[src/rtl/stack_cpu_pkg.sv]
// Shared types for the stack CPU: opcode encoding, controller states and fault codes.
package stack_cpu_pkg;

    typedef enum logic [2:0] {
        OpAdd  = 3'b000,
        OpSub  = 3'b001,
        OpAnd  = 3'b010,
        OpNot  = 3'b011,
        OpPush = 3'b100,
        OpPop  = 3'b101,
        OpJmp  = 3'b110,
        OpJz   = 3'b111
    } opcode_e;

    typedef enum logic [3:0] {
        StIdle,
        StFetch,
        StDecode,
        StPopA,
        StPopB,
        StPushRes,
        StMemRd,
        StPushMdr,
        StMemWr,
        StFault
    } state_e;

    localparam logic [1:0] FaultNone      = 2'b00;
    localparam logic [1:0] FaultOverflow  = 2'b01;
    localparam logic [1:0] FaultUnderflow = 2'b10;

endpackage

[src/rtl/stack_cpu_if.sv]
// Single-port request/acknowledge memory bus shared by instruction fetch and data accesses.
interface stack_cpu_if #(
    parameter int unsigned DATA_W = 8,
    parameter int unsigned ADDR_W = 5
) ();
    logic              req;
    logic              we;
    logic [ADDR_W-1:0] addr;
    logic [DATA_W-1:0] wdata;
    logic [DATA_W-1:0] rdata;
    logic              ack;

    modport master (output req, we, addr, wdata, input rdata, ack);
    modport slave  (input req, we, addr, wdata, output rdata, ack);
endinterface

[src/rtl/stack_lifo.sv]
// Operand stack: DEPTH x DATA_W LIFO with top-of-stack peek and occupancy count.
module stack_lifo
    import stack_cpu_pkg::*;
#(
    parameter int unsigned DATA_W = 8,
    parameter int unsigned DEPTH  = 8
) (
    input  logic                    i_clk,
    input  logic                    i_rst_n,
    input  logic                    i_push,
    input  logic                    i_pop,
    input  logic [DATA_W-1:0]       i_wdata,
    output logic [DATA_W-1:0]       o_tos,
    output logic                    o_full,
    output logic                    o_empty,
    output logic [$clog2(DEPTH):0]  o_count
);
    localparam int unsigned PTR_W = $clog2(DEPTH);
    localparam logic [PTR_W:0] FullCnt = (PTR_W + 1)'(DEPTH);

    logic [DATA_W-1:0] r_mem [DEPTH];
    logic [PTR_W:0]    r_count;
    logic [PTR_W-1:0]  w_wr_idx;
    logic [PTR_W-1:0]  w_top_idx;

    assign w_wr_idx  = r_count[PTR_W-1:0];
    assign w_top_idx = w_wr_idx - PTR_W'(1);
    assign o_tos     = r_mem[w_top_idx];
    assign o_full    = (r_count == FullCnt);
    assign o_empty   = (r_count == '0);
    assign o_count   = r_count;

    always_ff @(posedge i_clk) begin
        if (!i_rst_n) begin
            r_count <= '0;
        end else if (i_push && !o_full) begin
            r_mem[w_wr_idx] <= i_wdata;
            r_count         <= r_count + (PTR_W + 1)'(1);
        end else if (i_pop && !o_empty) begin
            r_count <= r_count - (PTR_W + 1)'(1);
        end
    end
endmodule

[src/rtl/stack_cpu_core.sv]
// Multicycle stack-machine core: controller FSM, operand LIFO, ALU and one memory port.
// Defining STACK_CPU_PERF_EN adds the o_cycle_cnt / o_instr_cnt performance counters.
module stack_cpu_core
    import stack_cpu_pkg::*;
#(
    parameter int unsigned DATA_W = 8,
    parameter int unsigned ADDR_W = 5,
    parameter int unsigned DEPTH  = 8
) (
    input  logic                    i_clk,
    input  logic                    i_rst_n,
    input  logic                    i_run,
    stack_cpu_if.master             mem,
    output logic [ADDR_W-1:0]       o_pc,
    output logic                    o_busy,
    output logic [1:0]              o_fault,
`ifdef STACK_CPU_PERF_EN
    output logic [31:0]             o_cycle_cnt,
    output logic [31:0]             o_instr_cnt,
`endif
    output logic [$clog2(DEPTH):0]  o_sp
);
    state_e            r_state;
    logic [ADDR_W-1:0] r_pc;
    logic [DATA_W-1:0] r_ir, r_a, r_b, r_mdr;
    logic [1:0]        r_fault;
    logic              r_req, r_we;
    logic [ADDR_W-1:0] r_addr;
    logic [DATA_W-1:0] r_wdata;

    opcode_e           w_opc;
    logic [ADDR_W-1:0] w_target, w_pc_nxt;
    logic [DATA_W-1:0] w_tos, w_alu, w_push_data;
    logic              w_ack, w_push, w_pop, w_full, w_empty, w_done;

    assign w_opc       = opcode_e'(r_ir[DATA_W-1 -: 3]);
    assign w_target    = r_ir[ADDR_W-1:0];
    assign w_ack       = mem.ack & r_req;
    // Stack ops are suppressed on the faulting access so the stack stays untouched.
    assign w_pop       = (r_state == StPopA || r_state == StPopB) && !w_empty;
    assign w_push      = (r_state == StPushRes || r_state == StPushMdr) && !w_full;
    assign w_push_data = (r_state == StPushMdr) ? r_mdr : w_alu;

    stack_lifo #(
        .DATA_W (DATA_W),
        .DEPTH  (DEPTH)
    ) u_lifo (
        .i_clk   (i_clk),
        .i_rst_n (i_rst_n),
        .i_push  (w_push),
        .i_pop   (w_pop),
        .i_wdata (w_push_data),
        .o_tos   (w_tos),
        .o_full  (w_full),
        .o_empty (w_empty),
        .o_count (o_sp)
    );

    always_comb begin
        case (w_opc)
            OpAdd:   w_alu = r_a + r_b;
            OpSub:   w_alu = r_a - r_b;
            OpNot:   w_alu = ~r_a;
            default: w_alu = r_a & r_b;
        endcase
    end

    // Instruction completion and the pc it leaves behind.
    always_comb begin
        w_done   = 1'b0;
        w_pc_nxt = r_pc;
        case (r_state)
            StDecode: begin
                if (w_opc == OpJmp) begin
                    w_done   = 1'b1;
                    w_pc_nxt = w_target;
                end else if (w_opc == OpJz && !w_empty) begin
                    w_done = 1'b1;
                    if (w_tos == '0) w_pc_nxt = w_target;
                end
            end
            StPushRes, StPushMdr: w_done = !w_full;
            StMemWr:              w_done = w_ack;
            default:              w_done = 1'b0;
        endcase
    end

    always_ff @(posedge i_clk) begin
        if (!i_rst_n) begin
            r_state <= StIdle;
            r_pc    <= '0;
            r_ir    <= '0;
            r_a     <= '0;
            r_b     <= '0;
            r_mdr   <= '0;
            r_fault <= FaultNone;
            r_req   <= 1'b0;
            r_we    <= 1'b0;
            r_addr  <= '0;
            r_wdata <= '0;
        end else if (w_done) begin
            r_pc    <= w_pc_nxt;
            r_req   <= i_run;
            r_we    <= 1'b0;
            r_addr  <= w_pc_nxt;
            r_state <= i_run ? StFetch : StIdle;
        end else begin
            case (r_state)
                StIdle: begin
                    if (i_run) begin
                        r_state <= StFetch;
                        r_req   <= 1'b1;
                        r_we    <= 1'b0;
                        r_addr  <= r_pc;
                    end
                end
                StFetch: begin
                    if (w_ack) begin
                        r_ir    <= mem.rdata;
                        r_pc    <= r_pc + ADDR_W'(1);
                        r_req   <= 1'b0;
                        r_state <= StDecode;
                    end
                end
                StDecode: begin
                    if (w_opc == OpPush) begin
                        r_state <= StMemRd;
                        r_req   <= 1'b1;
                        r_we    <= 1'b0;
                        r_addr  <= w_target;
                    end else if (w_opc == OpJz) begin
                        r_fault <= FaultUnderflow;
                        r_state <= StFault;
                    end else begin
                        r_state <= StPopA;
                    end
                end
                StPopA: begin
                    if (w_empty) begin
                        r_fault <= FaultUnderflow;
                        r_state <= StFault;
                    end else begin
                        r_a <= w_tos;
                        if (w_opc == OpNot) begin
                            r_state <= StPushRes;
                        end else if (w_opc == OpPop) begin
                            r_state <= StMemWr;
                            r_req   <= 1'b1;
                            r_we    <= 1'b1;
                            r_addr  <= w_target;
                            r_wdata <= w_tos;
                        end else begin
                            r_state <= StPopB;
                        end
                    end
                end
                StPopB: begin
                    if (w_empty) begin
                        r_fault <= FaultUnderflow;
                        r_state <= StFault;
                    end else begin
                        r_b     <= w_tos;
                        r_state <= StPushRes;
                    end
                end
                StPushRes, StPushMdr: begin
                    r_fault <= FaultOverflow;
                    r_state <= StFault;
                end
                StMemRd: begin
                    if (w_ack) begin
                        r_mdr   <= mem.rdata;
                        r_req   <= 1'b0;
                        r_state <= StPushMdr;
                    end
                end
                default: r_state <= r_state;
            endcase
        end
    end

    assign mem.req   = r_req;
    assign mem.we    = r_we;
    assign mem.addr  = r_addr;
    assign mem.wdata = r_wdata;
    assign o_pc      = r_pc;
    assign o_fault   = r_fault;
    assign o_busy    = (r_state != StIdle) && (r_state != StFault);

`ifdef STACK_CPU_PERF_EN
    logic [31:0] r_cycle_cnt, r_instr_cnt;

    always_ff @(posedge i_clk) begin
        if (!i_rst_n) begin
            r_cycle_cnt <= '0;
            r_instr_cnt <= '0;
        end else begin
            if (o_busy) r_cycle_cnt <= r_cycle_cnt + 32'd1;
            if (w_done) r_instr_cnt <= r_instr_cnt + 32'd1;
        end
    end

    assign o_cycle_cnt = r_cycle_cnt;
    assign o_instr_cnt = r_instr_cnt;
`endif
endmodule
[src/flat_wrapper.sv]
// flat-port wrapper written by rule: the top's interface ports become plain ports
module stack_cpu_core_flat import stack_cpu_pkg::*;
#(
    parameter int unsigned DATA_W = 8,
    parameter int unsigned ADDR_W = 5,
    parameter int unsigned DEPTH  = 8
)
  (i_clk, i_rst_n, i_run, o_pc, o_busy, o_fault, o_sp, mem_req, mem_we, mem_addr, mem_wdata, mem_rdata, mem_ack);
  stack_cpu_if #(.DATA_W(DATA_W), .ADDR_W(ADDR_W)) mem_i ();
  input  logic i_clk;
  input  logic i_rst_n;
  input  logic i_run;
  output logic [ADDR_W-1:0] o_pc;
  output logic o_busy;
  output logic [1:0] o_fault;
  output logic [$clog2(DEPTH):0] o_sp;
  output wire logic [$bits(mem_i.req)-1:0] mem_req;
  output wire logic [$bits(mem_i.we)-1:0] mem_we;
  output wire logic [$bits(mem_i.addr)-1:0] mem_addr;
  output wire logic [$bits(mem_i.wdata)-1:0] mem_wdata;
  input wire logic [$bits(mem_i.rdata)-1:0] mem_rdata;
  input wire logic [$bits(mem_i.ack)-1:0] mem_ack;
  assign mem_req = mem_i.req;
  assign mem_we = mem_i.we;
  assign mem_addr = mem_i.addr;
  assign mem_wdata = mem_i.wdata;
  assign mem_i.rdata = mem_rdata;
  assign mem_i.ack = mem_ack;
  stack_cpu_core #(.DATA_W(DATA_W), .ADDR_W(ADDR_W), .DEPTH(DEPTH)) u_core (.i_clk(i_clk), .i_rst_n(i_rst_n), .i_run(i_run), .mem(mem_i), .o_pc(o_pc), .o_busy(o_busy), .o_fault(o_fault), .o_sp(o_sp));
endmodule
[config.mk]
export PLATFORM = sky130hd
export DESIGN_NAME = stack_cpu_core_flat
export DESIGN_NICKNAME = d
export VERILOG_FILES = /design/src/rtl/stack_cpu_pkg.sv /design/src/rtl/stack_cpu_if.sv /design/src/rtl/stack_lifo.sv /design/src/rtl/stack_cpu_core.sv /design/src/flat_wrapper.sv
export SDC_FILE = /design/constraint.sdc
export NUM_CORES = 1
export LEC_CHECK = 0
export ABC_AREA = 0
export CAP_MARGIN = 25
export CORE_AREA = 2 2 124 126
export CTS_CLUSTER_SIZE = 10
export DETAILED_ROUTE_END_ITERATION = 6
export DIE_AREA = 0 0 126 128
export SLEW_MARGIN = 15
export SYNTH_ARGS = -nofsm -noshare
export SYNTH_HDL_FRONTEND = slang
export SYNTH_HIERARCHICAL = 1
export SYNTH_SLANG_ARGS = --single-unit
[constraint.sdc]
create_clock -name i_clk -period 9.6 [get_ports i_clk]
set_clock_uncertainty 0.05 [all_clocks]
set_input_delay 1.92 -clock i_clk [delete_from_list [all_inputs] [get_ports i_clk]]
set_output_delay 1.92 -clock i_clk [all_outputs]
set_load 0.05 [all_outputs]
; ---- Yosys cells after proc, flatten, opt, wreduce, memory -nomap -nowiden
; Memory sizes are Yosys's and may differ from the RTL's.
; Index checks and enable logic that the tools add are counted.
[word_totals]
ram_bits = 64
inputBits = 12
mem_count = 1
output_inout_bits = 27
regBits = 62
[op_classes]
bitwise = 7
muxes = 51
add_sub_neg = 6
reduce_logical = 38
n_eq_ne = 32
[memory_table]
columns = memory, words, width, read_ports, rd_ports_with_merged_regs, write_ports, line_no
row1 = u_core.u_lifo.r_mem, 8, 8, 1, 0, 1, stack_lifo.sv:21  ; logic [DATA_W-1:0] r_mem [DEPTH];
[op_table]
columns = operator, count
row1 = 5-bit two-way mux, 13
row2 = 4-bit two-way mux, 12
row3 = 4-bit one-hot mux with 7 select lines, 1
row4 = 8-bit one-hot mux with 3 select lines, 1
row5 = 4-bit by 3-bit == test with 1-bit output (second input constant), 4
row6 = 1-bit two-way mux, 15
row7 = 5-bit one-hot mux with 3 select lines, 1
row8 = 3-bit == test (second input constant), 4
row9 = 3-bit by 1-bit != test with 1-bit output (second input constant), 4
row10 = 3-bit AND reduction, 4
row11 = 6-bit AND reduction, 2
row12 = 2-bit != test (second input constant), 5
row13 = 5-bit AND reduction, 2
row14 = 3-bit by 2-bit != test with 1-bit output (second input constant), 3
row15 = 8-bit adder, 1
row16 = 8-bit bitwise AND, 1
row17 = 4-bit by 2-bit == test with 1-bit output (second input constant), 2
row18 = 4-bit == test (second input constant), 2
row19 = 4-bit logical NOT, 2
row20 = 8-bit logical NOT, 1
row21 = 8-bit two-way mux, 1
row22 = 8-bit inverter, 1
row23 = 4-bit nonzero test, 2
row24 = 8-bit nonzero test, 1
row25 = other kinds (28), 49

; ---- Longest topological paths before layout
; Gate-level depths: netlist (run 1).
[logic_depth]
word_depth = 8
depth_mapped = 15
ltp_nobuf = 12

; ---- Hierarchy
; The synthesis (run 1) kept the hierarchy.
[modules_own_cells]
columns = module, seq_area_each_um2, area_per_inst_um2, n_inst, cells_per_inst
row1 = stack_cpu_core, 1161.1, 3646.0, 1, 444
row2 = stack_lifo, 2001.9, 2839.0, 1, 143

; ---- Worst setup path before layout (run 1)
; OpenSTA, ideal clock, no wires.
[synth_path]
path_kind = register to register
start = register u_core.u_lifo.r_count[0] (netlist: u_core/u_lifo/o_count[0])
end = register u_core.r_pc[3] (netlist: u_core/o_pc[3])
path_stages_with_launch = 15
slack_ps = 5858
n_path_buf = 4
required_time_ps = 9484
t_arrival_ps = 3626
path_cell_list = dfxtp_1 > buf_6 > buf_12 > inv_1 > ha_1 > clkbuf_1 > buf_2 > mux4_2 > mux2_2 > nor4_1 > a31oi_1 > nand3b_1 > nor2b_2 > a211o_1 > a21oi_2
[synth_via]
elab_chain_cells = 8
[synth_lines]
columns = element, line_no
row1 = start: declaration, stack_lifo.sv:22  ; logic [PTR_W:0] r_count;
row2 = start signal: assignment, stack_lifo.sv:38  ; r_count <= r_count + (PTR_W + 1)'(1);
row3 = start signal: assignment, stack_lifo.sv:40  ; r_count <= r_count - (PTR_W + 1)'(1);
row4 = 3-bit by 1-bit subtractor with 3-bit output, stack_lifo.sv:27  ; assign w_top_idx = w_wr_idx - PTR_W'(1);
row5 = net u_core.u_lifo.w_top_idx[0], stack_lifo.sv:24  ; logic [PTR_W-1:0] w_top_idx;
row6 = memory read 8 x 8 bit, --
row7 = net u_core.w_tos[5], stack_cpu_core.sv:33  ; logic [DATA_W-1:0] w_tos, w_alu, w_push_data;
row8 = 8-bit logical NOT, stack_cpu_core.sv:79  ; if (w_tos == '0) w_pc_nxt = w_target;
row9 = 5-bit two-way mux, stack_cpu_core.sv:79
row10 = 5-bit two-way mux, stack_cpu_core.sv:77  ; end else if (w_opc == OpJz && !w_empty) begin
row11 = 5-bit two-way mux, stack_cpu_core.sv:74  ; if (w_opc == OpJmp) begin
row12 = 5-bit two-way mux, stack_cpu_core.sv:72  ; case (r_state)
row13 = 5-bit two-way mux, stack_cpu_core.sv:101  ; end else if (w_done) begin
row14 = end signal: assignment, stack_cpu_core.sv:102  ; r_pc <= w_pc_nxt;
row15 = end signal: assignment, stack_cpu_core.sv:120  ; r_pc <= r_pc + ADDR_W'(1);
row16 = end: declaration, stack_cpu_core.sv:24  ; logic [ADDR_W-1:0] r_pc;
; The timed path passes the listed nets, and every way through them passes these cells.
; A chain may end at the register's enable or synchronous reset.

; ---- Worst setup path in the final report (run 1)
[layout_path]
start = register u_core.r_state[0]
end = output port o_busy
[layout_via]
elab_chain_cells = 2
[layout_lines]
columns = element, line_no
row1 = start: declaration, stack_cpu_core.sv:23  ; state_e r_state;
row2 = start signal: assignment, stack_cpu_core.sv:90  ; r_state <= StIdle;
row3 = start signal: assignment, stack_cpu_core.sv:106  ; r_state <= i_run ? StFetch : StIdle;
row4 = start signal: assignment, stack_cpu_core.sv:111  ; r_state <= StFetch;
row5 = 4-bit != test / 4-bit nonzero test (equally long branches), stack_cpu_core.sv:188  ; assign o_busy = (r_state != StIdle) && (r_state != StFault);
row6 = 1-bit logical AND (*), stack_cpu_core.sv:188
row7 = end: declaration, flat_wrapper.sv:14  ; output logic o_busy;
; Mark *: on every way between the ends. The rest lies on a longest branch, timed or not.

==> key figures, run 1 <==
Outcome
  • Status: finished, final reports clean

Drt
  • First-pass DRT Iterations: 5
  • Iter 0 DRT Violations: 478
  • WL per Instance: 18.1 um
  • DRC Markers: 0
  • Antenna Nets Post-Route: 0
  • DR vias/cell: 5.68
  • Total number of vias: 4654
  • Post-Route WL: 14.8 mm

Worst setup path
  • Reg2reg end: u_core/o_pc[3]$_SDFFE_PN0P_
  • CP Capture Type: primary output
  • Worst path max stage delay: 790 ps
  • Critical path, cell by cell: inv_2, nand2_1, nand3_1, clkdlybuf4s50_1
  • Worst EP required: 7630 ps
  • Crit path DAT: 2380 ps
  • FF-to-FF Start: u_core/u_lifo/o_count[0]$_SDFFE_PN0P_
  • Critical path's slowest cell: dfxtp_1
  • CP startpoint kind: register
  • Worst R2R Setup Slack: 5540 ps
  • Critical Path Fanout Max: 21
  • Worst Reg2Reg Path Length in Cells: 11
  • Critical path type: register to primary output

Timing
  • Fmax: 0.230 GHz
  • TNS Setup: 0 ps
  • Hold Fails Final Rpt: 0
  • Hold WS: 399 ps
  • Crit path time final: 4350 ps
  • Setup violators final: 0
  • Slew Viols, Final: 0
  • Fin crit share: 0.453
  • RSZ-0062 raised after global routing: no
  • Relative slew margins: 0.376
  • Worst-Margin Slew: 935 ps

Logic synthesis
  • Area contributors post-synth: edfxtp_1 (30%), dfxtp_1 (19%), mux2i_1 (5.1%)
  • Ys async rst share: 0
  • Dominant synthesized flop cell: edfxtp_1
  • Mapped Area: 6480 um^2
  • Yosys warnings: 6
  • Post-synth net total: 614
  • Mapped Cells: 587
  • Synth cell types: 69
  • Syn Area/Cell: 11.0 um^2
  • Cell accounting for the most synthesized area: edfxtp_1
  • Number of flops mapped to enable cells by yosys: 64
  • FF+latch count, synth: 126
  • Seq/Total Area, Yosys: 0.488
  • Post-synth top area share: 0.296

Die
  • Core area: 14900 um^2
  • Top Ports: 39
  • Die H: 128 um
  • Initial Utilization: 0.436
  • Die area: 16100 um^2
  • Rows: 45
  • Die width: 126 um

Global route
  • Grt total ovfl: 0
  • Initial antenna violation count: 0
  • Gr usage total: 0.192
  • Largest net degree at the start of global routing: 63
  • First-pass GRT wire length: 24.0 mm
  • Vias in the first global route: 4519

Clock tree
  • Setup Fix Bufs, Post-CTS: 0
  • Clk_lat worst skew: 420 ps
  • Clk sinks: 126
  • Worst-path clk slew: 60 ps
  • CTS tree: yes
  • Max Buffers Root-to-Sink: 2
  • H-Tree Depth: 4
  • Post-CTS Resized: 0
  • Clock root buffer master: clkbuf_16
  • CTS Hold Bufs: 0
  • Num CTS Buffers: 17

Min path
  • Hold Path Depth: 2
  • Min-delay worst type: register to register
  • Hold Startpoint: u_core/o_fault[1]$_SDFFE_PN0P_
  • Worst Hold Path EP: u_core/o_fault[1]$_SDFFE_PN0P_

Final layout
  • Final non-filler cell total: 819
  • Antenna Cells: 0
  • Count of nets after finishing: 645
  • Fraction of layout cells with a size suffix above 1: 0.128
  • Synthesis-to-finish area growth: 16.9%
  • Filler cells: 1341

Power
  • Power Density: 211 nW/um^2
  • P_leak: 0.00262 uW
  • Peak supply drop: 147 uV

Placement
  • Dpl hpwl: 10.3 mm
  • Total placed cells including tap cells: 786
  • GPL Wtd Cong: 0.908
  • PortBufs: 38

Job
  • Max cap viols: 0
[layout by cell type (no fill, tap or decap), types with 3 or more instances in the layout]
cell type        instances
nand2b_1                10
clkbuf_16               20
o21a_1                   4
inv_8                    3
mux2i_1                 33
o31ai_1                  3
nand3_1                 20
nor2_1                  38
dfxtp_1                 62
inv_6                    5
o211ai_1                 3
edfxtp_1                64
a21boi_0                18
ha_1                    13
a21oi_1                 15
a211o_1                  4
o22ai_1                  8
nand3b_1                 3
nor3b_1                  3
mux2_2                  10
nor2b_1                 32
buf_2                    4
clkdlybuf4s50_1         37
nand4_1                  4
a211oi_1                 3
mux4_2                   7
mux4_1                   9
nand2_1                 63
buf_4                    8
xor2_1                   3
o211a_1                  5
a32oi_1                  4
xnor2_1                 11
nor3_1                  14
o21ai_0                 14
a31oi_1                 11
nor4_1                   3
inv_1                   17
[cells by family after synthesis]
kind of cell | Yosys count | synth area share
simple gates | 203 | 0.158
compound gates | 114 | 0.130
mux | 59 | 0.129
fa+ha+maj | 15 | 0.0313
flops | 126 | 0.488
xor+xnor | 15 | 0.0214
buf+inv | 55 | 0.0423
[metal layers]
layer / share of wire / global-route usage / vias up / routed length, um
met1: 0.47 / 0.259 / 2296 / 6900
met5: 0 / 0 / - / 0
li1: - / - / 2235 / -
met4: 0.014 / 0.0601 / 0 / 208
met2: 0.48 / 0.307 / 108 / 7060
met3: 0.043 / 0.0484 / 15 / 635
[sequential cells by signal, summed over array words and instances (netlist names)]
name	count
u_core/mem.req	1
u_core/r_state	4
u_core/mem.wdata	8
u_core/u_lifo/o_count	4
u_core/o_pc	5
u_core/mem.we	1
u_core/r_mdr	8
u_core/r_a	8
u_core/u_lifo/r_mem	64
u_core/mem.addr	5
u_core/r_ir	8
u_core/r_b	8
u_core/o_fault	2
[worst max-delay path, delay by kind of cell (launching register included)]
kind | cells | cell delay [ps]
buf+inv | 2 | 960
flops | 1 | 790
simple gates | 2 | 200
[cell usage after synthesis, drive strengths merged (3+ instances only)]
master and number:
a211o 4, a211oi 3, a21boi 18, a21o 3
a21oi 17, a31o 3, a31oi 11, a32oi 4
buf 20, clkbuf 17, dfxtp 62, edfxtp 64
ha 13, inv 18, mux2 10, mux2i 33
mux4 16, nand2 65, nand2b 10, nand3 20
nand3b 3, nand4 4, nor2 39, nor2b 33
nor3 14, nor3b 4, nor4 5, o211a 5
o211ai 3, o21a 4, o21ai 14, o22ai 8
o31ai 3, xnor2 11, xor2 4
[how the worst max path moves through the flow]
stage | from | end | cells after the start
3_3_place_gp | i_rst_n | u_core/u_lifo/r_mem[1][1]$_DFFE_PP_ | 3
4_1_cts | u_core/r_state[0]$_SDFFE_PN0P_ | o_busy | 4
5_1_grt | u_core/r_state[0]$_SDFFE_PN0P_ | o_busy | 4
3_5_place_dp | mem_ack | u_core/o_pc[3]$_SDFFE_PN0P_ | 6
6_report | u_core/r_state[0]$_SDFFE_PN0P_ | o_busy | 4
2_1_floorplan | u_core/u_lifo/o_count[0]$_SDFFE_PN0P_ | u_core/o_pc[3]$_SDFFE_PN0P_ | 14
[report_power, final]
| group | total, uW | switching, uW | internal [uW] |
|---|---|---|---|
| clock network | 647 | 261 | 387 |
| registers | 635 | 44.6 | 591 |
| logic | 320 | 198 | 122 |
[area by class of cell]
type / count / area, um^2 / area share
sequential: 126 / 3160 / 0.417
clock buffer: 20 / 500 / 0.0660
clock inverter: 12 / 110 / 0.0145
tap: 188 / 235 / 0.0310
multi-input combinational: 406 / 3050 / 0.403
timing repair buffer: 49 / 450 / 0.0594
inverter: 18 / 67.6 / 0.00891
[through the flow]
stage | setup WS (ps) | utilization | total power, uW | instance area [um^2]
6_report | 5250 | 0.510 | 1600 | 7580
5_1_grt | 5140 | 0.510 | 1670 | 7580
4_1_cts | 5240 | 0.510 | 1620 | 7580
3_5_place_dp | 5420 | 0.469 | 964 | 6970
3_3_place_gp | 5260 | 0.467 | 961 | 6940
2_1_floorplan | 5860 | - | 882 | 6480
Power figures use the tool's default switching activity.
==> run 2: changes to the inputs <==
==> constraint.sdc (replaced) <==
create_clock -name i_clk -period 4.55 [get_ports i_clk]
set_clock_uncertainty 0.05 [all_clocks]
set_input_delay 0.91 -clock i_clk [delete_from_list [all_inputs] [get_ports i_clk]]
set_output_delay 0.91 -clock i_clk [all_outputs]
set_load 0.05 [all_outputs]
==> key figures, run 2 (synthesis gave the netlist of run 1 again) <==
Power
  • Clk network pwr share: 0.396
  • P_leak: 0.00260 uW
  • Internal power: 2280 uW
  • Switching Power: 1070 uW
  • Power Density: 442 nW/um^2
  • Gate power share: 0.202
  • Net Sw Frac: 0.319
  • Peak supply drop: 250 uV
  • Sequential Power Share: 0.403

Min path
  • Min-delay worst type: register to register
  • Worst Hold Path EP: u_core/o_fault[1]$_SDFFE_PN0P_
  • Hold Path Depth: 2
  • Hold Startpoint: u_core/o_fault[1]$_SDFFE_PN0P_

Drt
  • First-pass DRT Iterations: 5
  • DR vias/cell: 5.65
  • Total number of vias: 4630
  • WL per Instance: 18.6 um
  • Iter 0 DRT Violations: 530
  • Antenna Nets Post-Route: 0
  • DRC Markers: 0
  • Post-Route WL: 15.3 mm

Timing
  • Hold Fails Final Rpt: 0
  • Relative slew margins: 0.357
  • RSZ-0062 raised after global routing: no
  • Slew Viols, Final: 0
  • TNS Setup: 0 ps
  • Fin crit share: 0.859
  • Worst-Margin Slew: 960 ps
  • Crit path time final: 3910 ps
  • Fmax: 0.256 GHz
  • Setup violators final: 0
  • Crit path setup slack, layout: 640 ps

Worst setup path
  • CP startpoint kind: register
  • FF-to-FF Start: u_core/r_ir[7]$_SDFFE_PN0P_
  • CP Capture Type: register
  • Worst EP required: 4600 ps
  • CP most frequent cell: nor3_1
  • Crit path DAT: 3960 ps
  • Critical path's slowest cell: dfxtp_1
  • Critical Path Fanout Max: 20
  • Worst Reg2Reg Path Length in Cells: 11
  • Critical path type: register to register
  • Worst R2R Setup Slack: 640 ps
  • Critical path, cell by cell: nor3_1, buf_4, mux2_2, inv_1, ha_1, nor2b_1, o21a_1, a311oi_1, a21oi_1, nor3b_1, nor3_1
  • Worst path max stage delay: 820 ps
  • Critical Path Start: u_core/r_ir[7]$_SDFFE_PN0P_
  • Reg2reg end: u_core/u_lifo/r_mem[6][7]$_DFFE_PP_

Clock tree
  • Max Buffers Root-to-Sink: 2
  • Clk_lat worst skew: 420 ps
  • Setup Fix Bufs, Post-CTS: 0
  • Clk sinks: 126
  • Clock root buffer master: clkbuf_16
  • CTS tree: yes
  • Worst-path clk slew: 60 ps
  • CTS Hold Bufs: 0
  • H-Tree Depth: 4
  • Post-CTS Resized: 0
  • Num CTS Buffers: 17

Final layout
  • Antenna Cells: 0
  • Count of nets after finishing: 645
  • Fraction of layout cells with a size suffix above 1: 0.128
  • Filler cells: 1319
  • Most common cell after layout, fill and taps aside: edfxtp_1
  • Max reg flops: 64
  • Most frequent cells in the layout: edfxtp_1 (64), nand2_1 (63), dfxtp_1 (62)
  • Most flops, register: u_core/u_lifo/r_mem
  • Final non-filler cell total: 819
  • Synthesis-to-finish area growth: 16.5%

Die
  • Rows: 45
  • Core area: 14900 um^2
  • Die H: 128 um
  • Top Ports: 39
  • Initial Utilization: 0.436
  • Die area: 16100 um^2
  • Die width: 126 um

Global route
  • GRT busiest layer: met2
  • Met3 Usage GRT: 0.0455
  • Largest net degree at the start of global routing: 61
  • Vias in the first global route: 4423
  • First-pass GRT wire length: 23.9 mm
  • Initial antenna violation count: 0
  • Gr usage total: 0.193
  • M2 GR Usage: 0.302
  • Grt total ovfl: 0
  • Met1 Usage GRT: 0.259

Placement
  • Total placed cells including tap cells: 786
  • GPL Wtd Cong: 0.851
  • Dpl hpwl: 10.3 mm
  • Place WS: 661 ps
  • PortBufs: 38

Outcome
  • Status: finished, final reports clean

Job
  • Max cap viols: 0
[run 2: cell types whose count changed in the layout (fill, tap and decap cells not counted)]
cell / change
bufinv_16: +1
inv_6: -1
buf_2: -3
inv_8: +1
buf_4: +3
clkinv_2: +2
clkbuf_16: -3
[run 2: area by class of cell]
class | count | area (um^2) | share of cell area
sequential | 126 | 3160 | 0.419
clock inverter | 15 | 153 | 0.0202
multi-input combinational | 406 | 3050 | 0.404
inverter | 18 | 67.6 | 0.00894
clock buffer | 17 | 425 | 0.0563
timing repair buffer | 49 | 458 | 0.0606
tap | 188 | 235 | 0.0311
[run 2: worst max-delay path by stage]
stage	endpoint	cells past startpoint
after global routing	u_core/u_lifo/r_mem[2][7]$_DFFE_PP_	11
after floorplan	u_core/o_pc[3]$_SDFFE_PN0P_	14
after CTS	u_core/u_lifo/r_mem[6][7]$_DFFE_PP_	11
after detailed placement	u_core/u_lifo/r_mem[3][7]$_DFFE_PP_	11
after global placement	u_core/u_lifo/r_mem[2][7]$_DFFE_PP_	11
final	u_core/u_lifo/r_mem[6][7]$_DFFE_PP_	11
[run 2: worst max-delay path, delay by kind of cell, from the launching register on]
family	cells	cell delay [ps]
multiplexers	1	300
flip-flops	1	820
adder cells (fa/ha/maj)	1	210
AO/OA/AOI/OAI	3	840
AND/OR/NAND/NOR	4	1110
buffers and inverters	2	260
[run 2: per-stage QoR]
stage / util / hold WS (ps) / total power, uW / area (um^2)
after floorplan: - / 393 / 1860 / 6480
after global placement: 0.469 / 379 / 2030 / 6970
after detailed placement: 0.469 / 389 / 2040 / 6970
after CTS: 0.508 / 398 / 3360 / 7550
after global routing: 0.508 / 426 / 3480 / 7560
final: 0.508 / 393 / 3340 / 7560
[run 2: routing by layer]
layer | wire, um | share of wire
met2 | 7100 | 0.47
met5 | 0 | 0
met3 | 729 | 0.048
met1 | 7100 | 0.47
met4 | 325 | 0.021
[run 2: power groups by stage]
| stage | clock (uW) | combinational [uW] | sequential [uW] |
|---|---|---|---|
| 2_1_floorplan | 0 | 446 | 1410 |
| 3_3_place_gp | 0 | 664 | 1370 |
| 3_5_place_dp | 0 | 668 | 1370 |
| 4_1_cts | 1350 | 671 | 1340 |
| 5_1_grt | 1400 | 726 | 1360 |
| 6_report | 1320 | 674 | 1350 |
